===== src/rtl/mem_arbiter_if.sv =====
// Bundle of the three private ports around the shared memory arbiter:
// the I-cache port, the D-cache port and the single 128-bit memory bus.
// The slave modport is the arbiter's view, the master modport is the
// environment's view (the caches plus the memory controller).
interface mem_arbiter_if #(
    parameter int ADDR_W = 28,
    parameter int DATA_W = 128
);
    // I-cache port
    logic              icache_read;
    logic [ADDR_W-1:0] icache_addr;
    logic [DATA_W-1:0] icache_rdata;
    logic              icache_ready;

    // D-cache port
    logic              dcache_read;
    logic              dcache_write;
    logic [ADDR_W-1:0] dcache_addr;
    logic [DATA_W-1:0] dcache_wdata;
    logic [DATA_W-1:0] dcache_rdata;
    logic              dcache_ready;

    // Shared memory bus
    logic              mem_read;
    logic              mem_write;
    logic [ADDR_W-1:0] mem_addr;
    logic [DATA_W-1:0] mem_wdata;
    logic [DATA_W-1:0] mem_rdata;
    logic              mem_ready;

    modport slave (
        input  icache_read, icache_addr,
        output icache_rdata, icache_ready,
        input  dcache_read, dcache_write, dcache_addr, dcache_wdata,
        output dcache_rdata, dcache_ready,
        output mem_read, mem_write, mem_addr, mem_wdata,
        input  mem_rdata, mem_ready
    );

    modport master (
        output icache_read, icache_addr,
        input  icache_rdata, icache_ready,
        output dcache_read, dcache_write, dcache_addr, dcache_wdata,
        input  dcache_rdata, dcache_ready,
        input  mem_read, mem_write, mem_addr, mem_wdata,
        output mem_rdata, mem_ready
    );
endinterface


===== src/rtl/mem_arbiter.sv =====
// Round-robin arbiter between the I-cache and the D-cache for one shared
// block-wide memory bus. A request is granted in IDLE, its address, data
// and operation are latched, and the memory bus is driven only from those
// latched values. After each completion the arbiter spends one DONE cycle
// ignoring the finished requester, because the caches drop their level
// request one cycle after seeing the ready pulse; without that cycle the
// stale request would be granted a second time.
module mem_arbiter #(
    parameter int ADDR_W = 28,
    parameter int DATA_W = 128
) (
    input  logic             clk,
    input  logic             proc_reset,
    mem_arbiter_if.slave     bus
);

    typedef enum logic [2:0] {
        IDLE    = 3'd0,
        SERVE_I = 3'd1,
        SERVE_D = 3'd2,
        DONE_I  = 3'd3,
        DONE_D  = 3'd4
    } state_t;

    state_t            state;
    state_t            state_nxt;

    // last_d = 1 when the most recent grant went to the D-cache
    logic              last_d;
    logic              last_d_nxt;
    logic [ADDR_W-1:0] addr_q;
    logic [ADDR_W-1:0] addr_nxt;
    logic [DATA_W-1:0] wdata_q;
    logic [DATA_W-1:0] wdata_nxt;
    // op_wr_q = 1 for a write-back, 0 for a block read
    logic              op_wr_q;
    logic              op_wr_nxt;

    logic              i_req;
    logic              d_req;
    logic              grant_i;
    logic              grant_d;

    assign i_req = bus.icache_read;
    assign d_req = bus.dcache_read | bus.dcache_write;

    // With both sides asking, the side that was not served last wins.
    assign grant_i = i_req & (~d_req | last_d);
    assign grant_d = d_req & (~i_req | ~last_d);

    // State and latched-request registers
    always_ff @(posedge clk) begin
        if (proc_reset) begin
            state   <= IDLE;
            last_d  <= 1'b1;
            addr_q  <= '0;
            wdata_q <= '0;
            op_wr_q <= 1'b0;
        end else begin
            state   <= state_nxt;
            last_d  <= last_d_nxt;
            addr_q  <= addr_nxt;
            wdata_q <= wdata_nxt;
            op_wr_q <= op_wr_nxt;
        end
    end

    // Next-state, grant latching and memory request decode
    always_comb begin
        state_nxt     = state;
        last_d_nxt    = last_d;
        addr_nxt      = addr_q;
        wdata_nxt     = wdata_q;
        op_wr_nxt     = op_wr_q;
        bus.mem_read  = 1'b0;
        bus.mem_write = 1'b0;

        case (state)
            IDLE: begin
                if (grant_i) begin
                    state_nxt  = SERVE_I;
                    last_d_nxt = 1'b0;
                    addr_nxt   = bus.icache_addr;
                    op_wr_nxt  = 1'b0;
                end else if (grant_d) begin
                    state_nxt  = SERVE_D;
                    last_d_nxt = 1'b1;
                    addr_nxt   = bus.dcache_addr;
                    wdata_nxt  = bus.dcache_wdata;
                    // read and write together is illegal; the write wins
                    op_wr_nxt  = bus.dcache_write;
                end
            end
            SERVE_I: begin
                bus.mem_read = 1'b1;
                if (bus.mem_ready) begin
                    state_nxt = DONE_I;
                end
            end
            SERVE_D: begin
                bus.mem_read  = ~op_wr_q;
                bus.mem_write = op_wr_q;
                if (bus.mem_ready) begin
                    state_nxt = DONE_D;
                end
            end
            DONE_I, DONE_D: begin
                state_nxt = IDLE;
            end
            default: begin
                state_nxt = IDLE;
            end
        endcase
    end

    assign bus.mem_addr     = addr_q;
    assign bus.mem_wdata    = wdata_q;

    // Ready pulses only reach the cache that currently owns the bus.
    assign bus.icache_ready = bus.mem_ready & (state == SERVE_I);
    assign bus.dcache_ready = bus.mem_ready & (state == SERVE_D);

    // Read data is broadcast; the ready pulse alone qualifies it.
    assign bus.icache_rdata = bus.mem_rdata;
    assign bus.dcache_rdata = bus.mem_rdata;

endmodule

===== src/flat_wrapper.sv =====
// flat-port wrapper written by rule: the top's interface ports become plain ports
module mem_arbiter_flat 
#(
    parameter int ADDR_W = 28,
    parameter int DATA_W = 128
)
  (clk, proc_reset, bus_icache_read, bus_icache_addr, bus_icache_rdata, bus_icache_ready, bus_dcache_read, bus_dcache_write, bus_dcache_addr, bus_dcache_wdata, bus_dcache_rdata, bus_dcache_ready, bus_mem_read, bus_mem_write, bus_mem_addr, bus_mem_wdata, bus_mem_rdata, bus_mem_ready);
  mem_arbiter_if #(.ADDR_W(ADDR_W), .DATA_W(DATA_W)) bus_i ();
  input  logic clk;
  input  logic proc_reset;
  input wire logic [$bits(bus_i.icache_read)-1:0] bus_icache_read;
  input wire logic [$bits(bus_i.icache_addr)-1:0] bus_icache_addr;
  output wire logic [$bits(bus_i.icache_rdata)-1:0] bus_icache_rdata;
  output wire logic [$bits(bus_i.icache_ready)-1:0] bus_icache_ready;
  input wire logic [$bits(bus_i.dcache_read)-1:0] bus_dcache_read;
  input wire logic [$bits(bus_i.dcache_write)-1:0] bus_dcache_write;
  input wire logic [$bits(bus_i.dcache_addr)-1:0] bus_dcache_addr;
  input wire logic [$bits(bus_i.dcache_wdata)-1:0] bus_dcache_wdata;
  output wire logic [$bits(bus_i.dcache_rdata)-1:0] bus_dcache_rdata;
  output wire logic [$bits(bus_i.dcache_ready)-1:0] bus_dcache_ready;
  output wire logic [$bits(bus_i.mem_read)-1:0] bus_mem_read;
  output wire logic [$bits(bus_i.mem_write)-1:0] bus_mem_write;
  output wire logic [$bits(bus_i.mem_addr)-1:0] bus_mem_addr;
  output wire logic [$bits(bus_i.mem_wdata)-1:0] bus_mem_wdata;
  input wire logic [$bits(bus_i.mem_rdata)-1:0] bus_mem_rdata;
  input wire logic [$bits(bus_i.mem_ready)-1:0] bus_mem_ready;
  assign bus_i.icache_read = bus_icache_read;
  assign bus_i.icache_addr = bus_icache_addr;
  assign bus_icache_rdata = bus_i.icache_rdata;
  assign bus_icache_ready = bus_i.icache_ready;
  assign bus_i.dcache_read = bus_dcache_read;
  assign bus_i.dcache_write = bus_dcache_write;
  assign bus_i.dcache_addr = bus_dcache_addr;
  assign bus_i.dcache_wdata = bus_dcache_wdata;
  assign bus_dcache_rdata = bus_i.dcache_rdata;
  assign bus_dcache_ready = bus_i.dcache_ready;
  assign bus_mem_read = bus_i.mem_read;
  assign bus_mem_write = bus_i.mem_write;
  assign bus_mem_addr = bus_i.mem_addr;
  assign bus_mem_wdata = bus_i.mem_wdata;
  assign bus_i.mem_rdata = bus_mem_rdata;
  assign bus_i.mem_ready = bus_mem_ready;
  mem_arbiter #(.ADDR_W(ADDR_W), .DATA_W(DATA_W)) u_core (.clk(clk), .proc_reset(proc_reset), .bus(bus_i));
endmodule

===== config.mk =====
export PLATFORM = sky130hd
export DESIGN_NAME = mem_arbiter_flat
export DESIGN_NICKNAME = d
export VERILOG_FILES = /design/src/rtl/mem_arbiter_if.sv /design/src/rtl/mem_arbiter.sv /design/src/flat_wrapper.sv
export SDC_FILE = /design/constraint.sdc
export NUM_CORES = 1
export LEC_CHECK = 0
export CAP_MARGIN = 20
export CORE_AREA = 2 2 287 289
export DETAILED_ROUTE_END_ITERATION = 7
export DIE_AREA = 0 0 289 291
export GPL_ROUTABILITY_DRIVEN = 0
export HOLD_SLACK_MARGIN = 0.02
export PLACE_DENSITY = 0.46
export SLEW_MARGIN = 15
export SYNTH_ARGS = -nofsm -noshare
export SYNTH_HDL_FRONTEND = slang
export SYNTH_SLANG_ARGS = --single-unit

===== constraint.sdc =====
create_clock -name clk -period 1.6 [get_ports clk]
set_input_delay 0.16 -clock clk [delete_from_list [all_inputs] [get_ports clk]]
set_output_delay 0.16 -clock clk [all_outputs]
set_load 0.005 [all_outputs]

## Word level (Yosys, flattened, before mapping)

Index checks and enable logic that the tools add are counted.

- Bits in registers: 161
- Bits of input ports: 318
- Output and inout bits: 416
- Word-level logic and storage cells: 40

- Equality and inequality tests: 5
- Multiplexer cells: 13
- Bitwise gates (word level): 12
- Reductions and logical operators: 5

Operator list:

| kind | count |
|---|---|
| $mux 28 | 2 |
| $mux 3 | 4 |
| $pmux 3 s3 | 1 |
| $reduce_and 3->1 | 2 |
| $mux 1 | 5 |
| $not 1->1 | 5 |
| $and 1x1->1 | 4 |
| $ne 2x2->1 const B | 2 |
| $eq 3x1->1 const B | 1 |
| $eq 3x2->1 const B | 1 |
| $logic_not 3->1 | 1 |
| $ne 3x1->1 const B | 1 |
| $or 1x1->1 | 3 |
| $pmux 1 s2 | 1 |
| $reduce_and 2->1 | 1 |
| $reduce_bool 2->1 | 1 |

## Logic depth before layout (Yosys ltp)

- Word-level depth: 6
- Gate-level depth with buffers: 7
- Gate-level depth less buffers: 3

## Worst setup path before layout

Ideal clock, no wire load.

- Path type: reg-to-reg
- Start: register u_core.state[0]
- End: register u_core.wdata_q[20] (netlist: u_core.bus.mem_wdata[20])
- Arrival: 1.359 ns
- Required time: 1.468 ns
- Setup slack: 0.109 ns
- Cell stages (with the launch flop): 8
- Buffers on the path: 4
- Cell sequence: dfxtp_1 buf_4 or3_4 buf_6 buf_12 buf_6 o21ai_1 a21oi_1

- Longest elaborated chain between the ends: 2

Ends and longest elaborated chain:

| element | RTL line | text |
|---|---|---|
| from (decl) | mem_arbiter.sv:25 | `state_t state;` |
| from (signal assigned) | mem_arbiter.sv:60 | `state <= state_nxt;` |
| $logic_not 3->1 | mem_arbiter.sv:78 | `case (state)` |
| $reduce_and 3->1 (no line) | n/a |  |
| to (signal assigned) | mem_arbiter.sv:63 | `wdata_q <= wdata_nxt;` |
| to (decl) | mem_arbiter.sv:33 | `logic [DATA_W-1:0] wdata_q;` |

Every way passes these cells.
A chain may end at the register's enable or synchronous reset.

## Worst setup path after layout

- Start: register u_core.state[1]
- End: register u_core.wdata_q[107] (netlist: u_core.bus.mem_wdata[107])

The elaborated chain is that of the path after synthesis.

==> flow_metrics.tcl <==
set metrics [dict create \
    violations "negative setup slack" \
    vias 8087 \
    synth_top_family_by_area "buffers and inverters" \
    holdCritStartpoint "bus_dcache_wdata[48]" \
    power_w 0.0149 \
    postSynthAreaPerCell_um2 8.19 \
    die_y_um 291 \
    antenna_found_initial 6 \
    grt_max_degree 78 \
    reg2reg_from "u_core.state[1]" \
    cp.required_ps 1950 \
    cpPeakStageDelay_ps 390 \
    syn_area_um2 8510 \
    synth_commonest_cells "259 x buf_4, 161 x dfxtp_1, 160 x a21oi_1, 157 x nand3_1, 93 x o21ai_1" \
    min_to "u_core.bus.mem_wdata[48]" \
    rsz0062_at_grt "yes" \
    gr-usage-all-layers 0.0843 \
    synthTopCellsByArea "dfxtp_1 38%, buf_4 23%, a21oi_1 9.4%" \
    syn_to_final_growth_pct 57.8 \
    placed_area_um2 11700 \
    rows 105 \
    design.core.area_um2 81200 \
    critPathCaptureType "flop" \
    synth_xor_xnor_area_share 0 \
    seq_area_frac_synth 0.379 \
    hold_path_depth 3 \
    synth-compound-area-share 0.224 \
    relSlewSlack 0.739 \
    cts_tree "built" \
    grt_pass1_vias 7914 \
    clk_path_buf_depth 2 \
    die_x_um 289 \
    port_buffers 349 \
    first_iter_violations 377 \
    syn_nets 1358 \
    leakagePower_nw 4.44 \
    dp_hpwl_mm 27.6 \
    cp_cell_sequence "buf_6, buf_6, or3_4, buf_12, buf_16, o21ai_1, a21oi_2" \
    ys_seq_elements 161 \
    antenna_left 0 \
    syn_inst 1040 \
    cts-root-buf "clkbuf_16" \
    synth-adder-area-share 0 \
    drt-vias-per-instance 3.60 \
    power.density_nw_per_um2 1110 \
    finalSetupViolCount 150 \
    path_buf_inv 4 \
    io_pins 734 \
    yosys_warnings 0 \
    start_util 0.105 \
    grt-ovfl-total 0 \
    synthMuxAreaShare 0.00132 \
    grt_first_pass_wirelength_mm 51.8 \
    finalCritPeriodShare 1.09 \
    synth_edf_count 0 \
    drive_gt1_frac 0.223 \
    clk_pin_slew_ps 80 \
    worst-path-max-fanout 20 \
    critical_path_arrival_ps 2100 \
    clk_latency_ps 480 \
    synth_top_area_cell "dfxtp_1" \
    worst_slew_pin_slew_ps 391 \
    cts_inserted_buffers 17 \
    rrSetupSlack_ps -150 \
    synthArstFlopShare 0 \
    drc 0 \
    routed_wl_mm 40.5 \
    worst_r2r_path_depth 7 \
    synth_ff_type "dfxtp_1" \
    setup.worst_path.class "reg2reg" \
    cpMostUsedCell "buf_6" \
    die-area_um2 84100 \
    fmax_ghz 0.572 \
    post_drt_wl_per_cell_um 18.0 \
    status "complete, but fails checks" \
    drv_cap 0 \
    yosys.area_share.simple 0.107 \
    cp-start-kind "flop" \
    firstDrtPassIters 5 \
    crit_slowest_cell "or3_4" \
    clock-sinks 161 \
    finish.instance_area_um2 13400 \
    clock_skew_ps 17.9 \
    yosysTopAreaCellShare 0.379 \
    reg2reg_to "u_core.bus.mem_wdata[107]" \
    maxSlewViolCount 0 \
    synth_cell_types 31 \
    startpoint "u_core.state[1]" \
    yosysMostFrequentCell "buf_4" \
    hold_viol 0 \
    cts-htree-levels 4 \
    layout.nets 1481 \
    hold_class "in2reg" \
    peakVddDrop_mv 0.742 \
    crit_family "buffers and inverters" \
    timing.final.crit_period_ps 1750 \
    fin_ws_ps -148 \
]
[cells in the final DEF, fill, tap and decap left out, types with 5 or more instances in the layout]
cell type and instances:
clkbuf_16 27, buf_4 55, a311oi_2 6, nand3_1 139
a21oi_2 32, a311oi_1 22, a21oi_1 128, buf_16 5
nand3_2 10, o21ai_2 37, clkdlybuf4s50_1 331, buf_6 12
dfxtp_1 150, dfxtp_2 9, inv_6 6, dlygate4sd2_1 13
nand3_4 8, o21ai_1 84, clkinv_8 6, o21ai_0 37
buf_12 22
[registers in the layout, indices dropped and copies added, names as in the netlist]
| signal | flops |
|---|---|
| u_core.bus.mem_wdata | 128 |
| u_core.op_wr_q | 1 |
| u_core.bus.mem_addr | 28 |
| u_core.last_d | 1 |
| u_core.state | 3 |
[cells by family (layout without fill, tap and decap cells)]
family / after synthesis / count (layout)
AND/OR/NAND/NOR: 173 / 173
buffers and inverters: 355 / 491
flip-flops: 161 / 161
AO/OA/AOI/OAI: 350 / 350
multiplexers: 1 / 1
other: 0 / 1
[power breakdown]
group	total, W	leakage [nW]	internal [W]	switching, W
registers	0.00483	1.33	0.00451	0.000327
clock network	0.00439	0.296	0.00212	0.00227
logic	0.00570	2.82	0.00301	0.00269
[cell type report]
cell class	instances	area, um2
inverters	1	3.75
clock buffers	17	425
repair buffers	458	4930
diodes	1	2.50
fillers	9102	67800
multi-input cells	524	3310
flip-flops and latches	161	3240
clock inverters	15	184
well taps	1070	1340
[worst register-to-register path, delay by kind of cell (launching register included)]
family	cells	cell delay [ps]
buf+inv	4	590
simple gates	1	390
flops	1	340
compound gates	2	280
[stage by stage]
stage / hold slack (ps) / utilization / setup slack, ps / setup TNS, ps / instances
CTS: 175 / 0.154 / -174 / -14180 / 2218
global route: 197 / 0.165 / -225 / -25210 / 2246
detailed placement: 320 / 0.144 / -202 / -20160 / 2177
global placement: 320 / 0.144 / -211 / -20110 / 2177
finish: 238 / 0.165 / -148 / -12450 / 2247
floorplan: 307 / - / 109 / 0 / 1040
[worst max-delay path by stage]
stage / cells past startpoint / end / slack (ps)
floorplan: 7 / u_core.bus.mem_wdata[20] / 110
global placement: 7 / u_core.bus.mem_wdata[95] / -210
detailed placement: 7 / u_core.bus.mem_wdata[95] / -200
CTS: 3 / bus_mem_read / -170
global route: 9 / u_core.bus.mem_wdata[102] / -220
finish: 7 / u_core.bus.mem_wdata[107] / -150
[routing by layer]
| layer | track usage | share of wire | vias to the layer above |
|---|---|---|---|
| met5 | 0.00756 | 0.0034 | - |
| met4 | 0.0493 | 0.052 | 12 |
| met3 | 0.0462 | 0.11 | 125 |
| met2 | 0.125 | 0.43 | 526 |
| met1 | 0.0939 | 0.40 | 3770 |
| li1 | - | - | 3654 |
[what timing repair did]
item,CTS,global route
gates resized for setup,71,122
gates cloned,2,17
hold buffers,1,0
pin swaps,2,34
setup buffers,7,11
endpoints found under the hold margin,14,0
endpoints found under the setup margin,132,165
Power figures use the tool's default switching activity.
